--- src/rtl/frisk_pkg.sv ---
// Shared types, key codes, sprite frame indices and frame-set helpers for Frisk's walk animation.
// Latency: none (types and pure functions only).
// Backpressure: not applicable.
package frisk_pkg;

    typedef enum logic [1:0] {
        IDLE = 2'd0,
        WALK = 2'd1,
        HOLD = 2'd2
    } state_t;

    typedef enum logic [1:0] {
        DIR_DOWN  = 2'd0,
        DIR_UP    = 2'd1,
        DIR_LEFT  = 2'd2,
        DIR_RIGHT = 2'd3
    } dir_t;

    localparam logic [7:0] KEY_UP    = 8'd26;
    localparam logic [7:0] KEY_DOWN  = 8'd22;
    localparam logic [7:0] KEY_LEFT  = 8'd4;
    localparam logic [7:0] KEY_RIGHT = 8'd7;

    localparam logic [3:0] FRM_DOWN_STAND  = 4'd1;
    localparam logic [3:0] FRM_DOWN_STEP_A = 4'd2;
    localparam logic [3:0] FRM_DOWN_STEP_B = 4'd3;
    localparam logic [3:0] FRM_UP_STAND    = 4'd4;
    localparam logic [3:0] FRM_UP_STEP_A   = 4'd5;
    localparam logic [3:0] FRM_UP_STEP_B   = 4'd6;
    localparam logic [3:0] FRM_LEFT_STAND  = 4'd7;
    localparam logic [3:0] FRM_LEFT_STEP   = 4'd8;
    localparam logic [3:0] FRM_RIGHT_STAND = 4'd9;
    localparam logic [3:0] FRM_RIGHT_STEP  = 4'd10;

    localparam logic [3:0] OVERWORLD = 4'd3;

    function automatic logic is_move_key(input logic [7:0] k);
        return (k == KEY_UP) || (k == KEY_DOWN) || (k == KEY_LEFT) || (k == KEY_RIGHT);
    endfunction

    // Only meaningful when is_move_key() is true.
    function automatic dir_t key_dir(input logic [7:0] k);
        dir_t d;
        case (k)
            KEY_UP:    d = DIR_UP;
            KEY_LEFT:  d = DIR_LEFT;
            KEY_RIGHT: d = DIR_RIGHT;
            default:   d = DIR_DOWN;
        endcase
        return d;
    endfunction

    // Vertical walks alternate stand/step-A/stand/step-B; horizontal walks alternate two poses.
    function automatic logic [3:0] frame_of(input dir_t d, input logic [1:0] ph);
        logic [3:0] f;
        case (d)
            DIR_DOWN: begin
                case (ph)
                    2'd1:    f = FRM_DOWN_STEP_A;
                    2'd3:    f = FRM_DOWN_STEP_B;
                    default: f = FRM_DOWN_STAND;
                endcase
            end
            DIR_UP: begin
                case (ph)
                    2'd1:    f = FRM_UP_STEP_A;
                    2'd3:    f = FRM_UP_STEP_B;
                    default: f = FRM_UP_STAND;
                endcase
            end
            DIR_LEFT:  f = ph[0] ? FRM_LEFT_STEP  : FRM_LEFT_STAND;
            default:   f = ph[0] ? FRM_RIGHT_STEP : FRM_RIGHT_STAND;
        endcase
        return f;
    endfunction

    function automatic logic [1:0] next_phase(input dir_t d, input logic [1:0] ph);
        logic [1:0] n;
        if (d == DIR_LEFT || d == DIR_RIGHT) begin
            n = {1'b0, ~ph[0]};
        end else begin
            n = ph + 2'd1;
        end
        return n;
    endfunction

endpackage

--- src/rtl/frisk_tick_gen.sv ---
// Detects frame_clk rising edges and divides them down into animation steps.
// Latency: frame_tick 1 Clk after frame_clk is first sampled high; step is combinational with frame_tick.
// Backpressure: none; enable freezes the divider, clear zeroes it.
module frisk_tick_gen #(
    parameter int ANIM_DIV = 8
) (
    input  logic Clk,
    input  logic Reset,
    input  logic frame_clk,
    input  logic clear,
    input  logic enable,
    output logic frame_tick,
    output logic step
);
    import frisk_pkg::*;

    localparam logic [7:0] DIV_LAST = 8'(ANIM_DIV - 1);

    logic       frame_clk_d;
    logic [7:0] div_cnt;

    // Register a one-Clk pulse on each 0->1 transition of frame_clk.
    always_ff @(posedge Clk) begin
        if (Reset) begin
            frame_clk_d <= 1'b0;
            frame_tick  <= 1'b0;
        end else begin
            frame_clk_d <= frame_clk;
            frame_tick  <= frame_clk & ~frame_clk_d;
        end
    end

    // Count frame ticks while enabled; clear wins so a restart always begins a full period.
    always_ff @(posedge Clk) begin
        if (Reset) begin
            div_cnt <= 8'd0;
        end else if (clear) begin
            div_cnt <= 8'd0;
        end else if (frame_tick && enable) begin
            div_cnt <= (div_cnt == DIV_LAST) ? 8'd0 : div_cnt + 8'd1;
        end
    end

    assign step = frame_tick & enable & (div_cnt == DIV_LAST);

endmodule

--- src/rtl/frisk_anim_ctrl.sv ---
// Frisk walk-animation controller: picks the sprite frame and facing from keyboard and game screen.
// Latency: outputs update on the Clk edge where frame_tick is high; leaving the overworld freezes next Clk.
// Backpressure: none; inputs are sampled levels, outputs are registered every cycle.
module frisk_anim_ctrl
    import frisk_pkg::*;
#(
    parameter int ANIM_DIV = 8
) (
    input  logic       Clk,
    input  logic       Reset,
    input  logic       frame_clk,
    input  logic [7:0] keycode,
    input  logic [3:0] status,
    output logic [3:0] frame_sel,
    output logic [1:0] facing,
    output logic       walking,
    output logic       anim_tick
);

    state_t     state;
    dir_t       facing_r;
    dir_t       key_dir_w;
    logic [1:0] phase;
    logic [1:0] phase_nx;
    logic       move_key;
    logic       in_overworld;
    logic       frame_tick;
    logic       step;
    logic       div_clear;
    logic       div_en;

    assign move_key     = is_move_key(keycode);
    assign key_dir_w    = key_dir(keycode);
    assign phase_nx     = next_phase(facing_r, phase);
    assign in_overworld = (status == OVERWORLD);
    assign facing       = facing_r;

    // The divider only runs while walking on the overworld; every sampled event other
    // than continuing the same walk restarts the step period.
    assign div_en    = (state == WALK) && in_overworld;
    assign div_clear = frame_tick && in_overworld &&
                       !((state == WALK) && move_key && (key_dir_w == facing_r));

    frisk_tick_gen #(
        .ANIM_DIV(ANIM_DIV)
    ) u_tick_gen (
        .Clk        (Clk),
        .Reset      (Reset),
        .frame_clk  (frame_clk),
        .clear      (div_clear),
        .enable     (div_en),
        .frame_tick (frame_tick),
        .step       (step)
    );

    // Animation state machine; leaving the overworld freezes everything immediately,
    // all other decisions are taken only on frame_tick.
    always_ff @(posedge Clk) begin
        if (Reset) begin
            state     <= IDLE;
            facing_r  <= DIR_DOWN;
            phase     <= 2'd0;
            frame_sel <= FRM_DOWN_STAND;
            walking   <= 1'b0;
            anim_tick <= 1'b0;
        end else begin
            anim_tick <= 1'b0;
            if (!in_overworld) begin
                state   <= HOLD;
                walking <= 1'b0;
            end else if (frame_tick) begin
                case (state)
                    IDLE: begin
                        if (move_key) begin
                            state     <= WALK;
                            facing_r  <= key_dir_w;
                            phase     <= 2'd0;
                            frame_sel <= frame_of(key_dir_w, 2'd0);
                            walking   <= 1'b1;
                        end
                    end
                    WALK: begin
                        if (!move_key) begin
                            // Release beats a coincident step.
                            state     <= IDLE;
                            phase     <= 2'd0;
                            frame_sel <= frame_of(facing_r, 2'd0);
                            walking   <= 1'b0;
                        end else if (key_dir_w != facing_r) begin
                            facing_r  <= key_dir_w;
                            phase     <= 2'd0;
                            frame_sel <= frame_of(key_dir_w, 2'd0);
                        end else if (step) begin
                            phase     <= phase_nx;
                            frame_sel <= frame_of(facing_r, phase_nx);
                            anim_tick <= 1'b1;
                        end
                    end
                    HOLD: begin
                        state     <= IDLE;
                        phase     <= 2'd0;
                        frame_sel <= frame_of(facing_r, 2'd0);
                        walking   <= 1'b0;
                    end
                    default: begin
                        state     <= IDLE;
                        phase     <= 2'd0;
                        frame_sel <= frame_of(facing_r, 2'd0);
                        walking   <= 1'b0;
                    end
                endcase
            end
        end
    end

endmodule

--- config.mk ---
export PLATFORM = sky130hd
export DESIGN_NAME = frisk_anim_ctrl
export DESIGN_NICKNAME = d
export VERILOG_FILES = /design/src/rtl/frisk_pkg.sv /design/src/rtl/frisk_tick_gen.sv /design/src/rtl/frisk_anim_ctrl.sv
export SDC_FILE = /design/constraint.sdc
export NUM_CORES = 1
export LEC_CHECK = 0
export ABC_AREA = 0
export CORE_UTILIZATION = 30
export DETAILED_ROUTE_END_ITERATION = 16
export HOLD_SLACK_MARGIN = 0.06
export SYNTH_ARGS = -nofsm -noshare
export SYNTH_HDL_FRONTEND = slang
export SYNTH_SLANG_ARGS = --single-unit
--- constraint.sdc ---
create_clock -name Clk -period 1.65 [get_ports Clk]
set_input_delay 0.2475 -clock Clk [delete_from_list [all_inputs] [get_ports Clk]]
set_output_delay 0.2475 -clock Clk [all_outputs]
set_load 0.02 [all_outputs]
After elaboration in Yosys (flattened, before gate mapping)
Index checks and enable logic that the tools add are counted.
{ "totals": {"register_bits": 22, "latch_bits": 0, "ram_bits": 0, "mem_bits_ro": 0, "input_bits": 15, "output_inout_bits": 8, "word_cells": 100, "n_memories": 0} }
{ "classes": {"addsub": 2, "multipliers": 0, "n_div": 0, "magnitude_cmp": 0, "eq_ne": 24, "n_shift": 0, "mux": 33, "bitwise": 9, "reduce_logical": 22} }
{ "op_table": {"columns": ["op", "n"], "rows": [
  ["one-hot mux 4 bit (3 select lines)", 3],
  ["2-to-1 mux 2 bit", 13],
  ["== test 8 x 3 -> 1 bit, second input constant", 3],
  ["2-to-1 mux 4 bit", 5],
  ["one-hot mux 2 bit (2 select lines)", 5],
  ["== test 8 x 5 -> 1 bit, second input constant", 2],
  ["adder 8 x 1 -> 8 bit, second input constant", 1],
  ["== test 2 x 1 -> 1 bit, second input constant", 4],
  ["== test 2 bit, second input constant", 4],
  ["2-to-1 mux 8 bit", 1],
  ["one-hot mux 4 bit (2 select lines)", 1],
  ["logical AND 1 bit", 6],
  ["logical NOT 2 bit", 3],
  ["inequality test 2 bit, second input constant", 3],
  ["inequality test 3 bit, second input constant", 2],
  ["NOT 1 bit", 6],
  ["one-hot mux 2 bit (3 select lines)", 1],
  ["AND reduction 3 bit", 2],
  ["AND reduction 6 bit", 1],
  ["OR reduction 6 bit", 1],
  ["== test 4 x 2 -> 1 bit, second input constant", 1],
  ["logical OR 1 bit", 4],
  ["inequality test 2 x 1 -> 1 bit, second input constant", 2],
  ["inequality test 4 x 3 -> 1 bit, second input constant", 1],
  ["other kinds (10)", 15]
]} }

Logic depth before layout (Yosys ltp)
{ "depth": {"ltp_word": 10, "mapped_depth": 9, "mapped_depth_nobuf": 9} }

Hierarchy
A second synthesis with hierarchy kept.
{ "hier_totals": {"cells_unflattened": 188, "area_unflattened_um2": 1581.5} }
{ "by_module_without_submodules": {"columns": ["mod", "instances", "cells_per_inst", "area_each_um2", "seq_area_each_um2"], "rows": [
  ["frisk_anim_ctrl", 1, 139, 1137.3, 220.2],
  ["frisk_tick_gen", 1, 49, 444.2, 200.2]
]} }

Worst setup path before layout
Ideal clock, no wire load.
{ "synth_path": {"path_kind": "flip-flop to flip-flop", "start": "register facing_r[0], in the netlist facing[0]", "end": "register frame_sel[0]", "setup_time_ns": 0.079, "arrival_time_ns": 1.914, "required_ns": 1.571, "path_slack_ns": -0.343, "path_stages_with_launch": 9, "path_buffers": 0, "period_less_slack_ns": 1.993, "path_cell_list": "dfxtp_1 -> inv_1 -> ha_1 -> nand2b_1 -> a21oi_1 -> o22ai_1 -> o41ai_1 -> o22ai_1 -> o211ai_1"} }
{ "synth_between": {"elab_chain_cells": 10, "word_cells_on_any_way": 21, "cone_classes": "eq/ne: 7; mux: 11; reduce/logical: 3"} }
{ "synth_lines": {"columns": ["item", "line_no", "source"], "rows": [
  ["start, declared", "frisk_anim_ctrl.sv:21", "dir_t facing_r;"],
  ["start signal, assigned", "frisk_anim_ctrl.sv:76", "facing_r <= key_dir_w;"],
  ["start signal, assigned", "frisk_anim_ctrl.sv:90", "facing_r <= key_dir_w;"],
  ["== test 2 bit, on equally long branches", "frisk_pkg.sv:56, frisk_pkg.sv:79", null],
  ["logical OR 1 bit", "frisk_pkg.sv:79", "if (d == DIR_LEFT || d == DIR_RIGHT) begin"],
  ["2-to-1 mux 2 bit", "frisk_pkg.sv:79", null],
  ["== test 2 bit / == test 2 x 1 -> 1 bit (equally long branches)", "frisk_pkg.sv:58, frisk_pkg.sv:65", null],
  ["one-hot mux 2 bit (2 select lines), on equally long branches", "frisk_pkg.sv:65, frisk_pkg.sv:58", null],
  ["one-hot mux 4 bit (3 select lines)", "frisk_pkg.sv:56", "case (d)"],
  ["2-to-1 mux 4 bit", "frisk_anim_ctrl.sv:93", "end else if (step) begin"],
  ["2-to-1 mux 4 bit", "frisk_anim_ctrl.sv:89", "end else if (key_dir_w != facing_r) begin"],
  ["2-to-1 mux 4 bit", "frisk_anim_ctrl.sv:83", "if (!move_key) begin"],
  ["one-hot mux 4 bit (2 select lines)", "frisk_anim_ctrl.sv:72", "case (state)"],
  ["end signal, assigned", "frisk_anim_ctrl.sv:87", "frame_sel <= frame_of(facing_r, 2'd0);"],
  ["end signal, assigned", "frisk_anim_ctrl.sv:92", "frame_sel <= frame_of(key_dir_w, 2'd0);"],
  ["end signal, assigned", "frisk_anim_ctrl.sv:95", "frame_sel <= frame_of(facing_r, phase_nx);"],
  ["end, declared", "frisk_anim_ctrl.sv:14", "output logic [3:0] frame_sel,"]
]} }
Parallel ways exist; a longest one is shown, timed or not. The select of a mux whose other input is x is not followed.
A chain may end at the register's enable or synchronous reset.

Worst setup path after layout
{ "layout_path": {"start": "register u_tick_gen.div_cnt[0]", "end": "register phase[1]"} }
{ "layout_between": {"elab_chain_cells": 4} }
{ "layout_lines": {"columns": ["item", "line_no", "source"], "rows": [
  ["start, declared", "frisk_tick_gen.sv:20", "logic [7:0] div_cnt;"],
  ["start signal, assigned", "frisk_tick_gen.sv:40", "div_cnt <= (div_cnt == DIV_LAST) ? 8'd0 : div_cnt + 8'd1;"],
  ["== test 8 x 3 -> 1 bit", "frisk_tick_gen.sv:44", "assign step = frame_tick & enable & (div_cnt == DIV_LAST);"],
  ["AND 1 bit", "frisk_tick_gen.sv:44", null],
  ["inequality test 4 x 3 -> 1 bit (no line)", null, null],
  ["AND reduction 4 bit (no line)", null, null],
  ["end signal, assigned", "frisk_anim_ctrl.sv:94", "phase <= phase_nx;"],
  ["end, declared", "frisk_anim_ctrl.sv:23", "logic [1:0] phase;"]
]} }
No other way between the ends.

==> key figures <==
Clock tree
  • Max Root-Sink Buffers: 2
  • Root Buffer: clkbuf_8
  • Clk_lat worst skew: 0.26 ns
  • TritonCTS Buffers: 3
  • Clock slew at reported path FFs: 0.08 ns
  • H-tree depth: 1
  • CTS tree: built
  • CTS Sinks: 21
  • CTS Hold Bufs: 0

STA
  • Minimum clock period after layout: 1.77 ns
  • Min Hold Slack: 0.382 ns
  • Clk_skew: 0.00378 ns
  • RSZ-0062 raised after global routing: yes
  • Final hold violation count: 0
  • Max Slew Vio Count: 0
  • Final setup viols: 12
  • Relative slew slack: 74.3%
  • Max Fclk: 566 MHz
  • Worst-Margin Slew: 0.381 ns
  • Fin crit share: 107%
  • Worst setup margin: -0.118 ns

Die
  • Total core area: 4790 um2
  • Die width: 73.1 um
  • Num rows: 25
  • Area of the die: 5340 um2
  • Starting Density: 31.7%
  • Ports: 23
  • Die Height: 73.1 um

Finish
  • Ant diodes: 0
  • Final Util: 55.3%
  • Share of post-route cells with drive strength above 1: 48.0%
  • Area delta synth->final: 74.7%
  • Nets: 296

Power and ir drop
  • Power Density: 373 nW/um2
  • Leakage: 0.00108 uW
  • Max IR drop VDD: 0.321 mV

Route
  • Detailed Route Iter0 Violations: 77
  • Drt pass-1 iters: 4
  • Vias per cell: 5.00
  • Post-route ant nets: 0
  • # DRC: 0
  • Routed WL per cell: 13.7 um
  • Final wirelength: 4620 um
  • Via count: 1,691

Synth
  • Sequential share of the synthesized area: 27.7%
  • Distinct cells, synth: 56
  • Mapped Cells: 177
  • Yosys top cell area share: 27.7%
  • Most common cell in the synthesized netlist: dfxtp_1
  • Synth Net Count: 201
  • Ys flop type: dfxtp_1
  • Top cell type by total area after synthesis: dfxtp_1
  • Avg Inst Size Synth: 8.56 um2
  • Synth Register Bits: 21
  • Post-synth EDFFs: 0
  • Yosys warns: 0
  • Cell area after synthesis: 1520 um2
  • Top cells by count, synth: 21 x dfxtp_1, 20 x nor2_1, 10 x a21oi_1
  • FFs w/ async S/R, synth: 0%
  • Most area-consuming cells after synthesis: dfxtp_1 28%, ha_1 7.4%, nor2_1 5.0%

Place
  • IO Port Bufs: 22
  • GPL Wtd Cong: 0.865
  • Post-place setup slack: -0.735 ns
  • Half-perimeter wire length after placement: 3200 um

Setup path
  • Worst Path Required: 1.85 ns
  • Crit path capture type: flop
  • Critical path peak fanout: 3
  • Arr. time, crit path: 1.97 ns
  • Reg2reg setup slack: -0.12 ns
  • CP Class: reg -> reg
  • Reg2reg path depth: 9
  • Crit start category: flop

Outcome
  • Status: finished with violations
  • Failing checks: negative setup slack

Global routing
  • Vias in the first global route: 1,686
  • Largest net degree at the start of global routing: 13
  • Antenna violations before repair: 0
  • Global-route wire length before repair: 7610 um
  • Gr ovfl total: 0
  • Gr usage total: 18.3%

Min path
  • Cells on Worst Hold Path: 1
  • Hold Crit Class: reg -> reg

Flow run
  • Maxcap violations: 0
-- metal layers --
metal,vias up,routed length [um],GRT usage [%]
met3,12,225,2.21
li1,851,-,-
met1,767,1980,23.4
met5,-,0,0
met4,0,108,6.75
met2,61,2310,31.4
-- stage by stage --
stage / TNS (ns) / instances / total power (uW) / instance area (um2)
CTS: -0.615 / 328 / 987 / 2460
finish: -0.637 / 338 / 987 / 2650
detailed placement: -11.22 / 307 / 635 / 2180
floorplan: -0.0428 / 177 / 566 / 1550
global route: -2.37 / 338 / 1020 / 2650
global placement: -11.00 / 307 / 635 / 2180
-- repair_timing --
item	CTS	global route
hold endpoints to repair	0	0
resized for setup	57	27
endpoints found under the setup margin	18	19
pin swaps	28	16
buffers inserted	17	10
-- logic make-up after synthesis --
logic type / share of synthesized area (%)
xor gates and xnor gates: 9.17
buffers and inverters: 4.29
AOI/OAI and AO/OA: 19.6
DFF: 27.7
and+or+nand+nor: 29.8
adders and majority gates: 7.43
muxes: 1.98
-- flip-flops by register name, summed over array words and instances, names as in the netlist --
signal,count
walking,1
u_tick_gen.frame_tick,1
u_tick_gen.frame_clk_d,1
state,1
facing,2
anim_tick,1
u_tick_gen.div_cnt,8
phase,2
frame_sel,4
-- worst max-delay path, cell delays in order (launching register included) --
cell	delay, ns
dfxtp_2	0.36
ha_4	0.13
nor4b_4	0.19
nand3_1	0.13
or2_1	0.26
nand4_1	0.17
buf_4	0.16
buf_6	0.09
nand4_1	0.06
a31oi_1	0.15
-- layout by cell type (no fill, tap or decap), types with 3 or more instances in the layout --
master / instances
dfxtp_1: 16
buf_4: 60
o41ai_2: 3
nand2_1: 7
buf_6: 14
clkdlybuf4s50_1: 10
clkbuf_8: 3
xnor2_2: 3
nor2b_1: 3
o21ai_0: 8
dfxtp_2: 3
nor3_2: 3
nor3_1: 5
a21oi_1: 9
nand3_1: 4
nand4_1: 7
ha_1: 7
inv_1: 8
nor2_1: 18
mux2i_1: 3
xor2_1: 5
-- layout make-up --
type	count	area, um2
tap	67	83.8
timing repair buffer	93	801
clock buffer	3	41.3
clock inverter	1	5.00
multi-input combinational	142	1240
fill	434	2140
inverter	11	48.8
sequential	21	432
-- power breakdown --
part / total [uW] / switching (uW) / leakage, uW / internal [uW]
Clock: 343 / 174 / 0.0000255 / 168
Combinational: 133 / 59.8 / 0.000886 / 73.4
Sequential: 511 / 3.36 / 0.000173 / 507
-- final timing paths --
path	start	endpoint
max	u_tick_gen.div_cnt[0]	phase[1]
min	u_tick_gen.frame_clk_d	u_tick_gen.frame_tick
max reg2reg	u_tick_gen.div_cnt[0]	phase[1]
min reg2reg	u_tick_gen.frame_clk_d	u_tick_gen.frame_tick
Note: power is estimated with default switching activity, not from simulation.
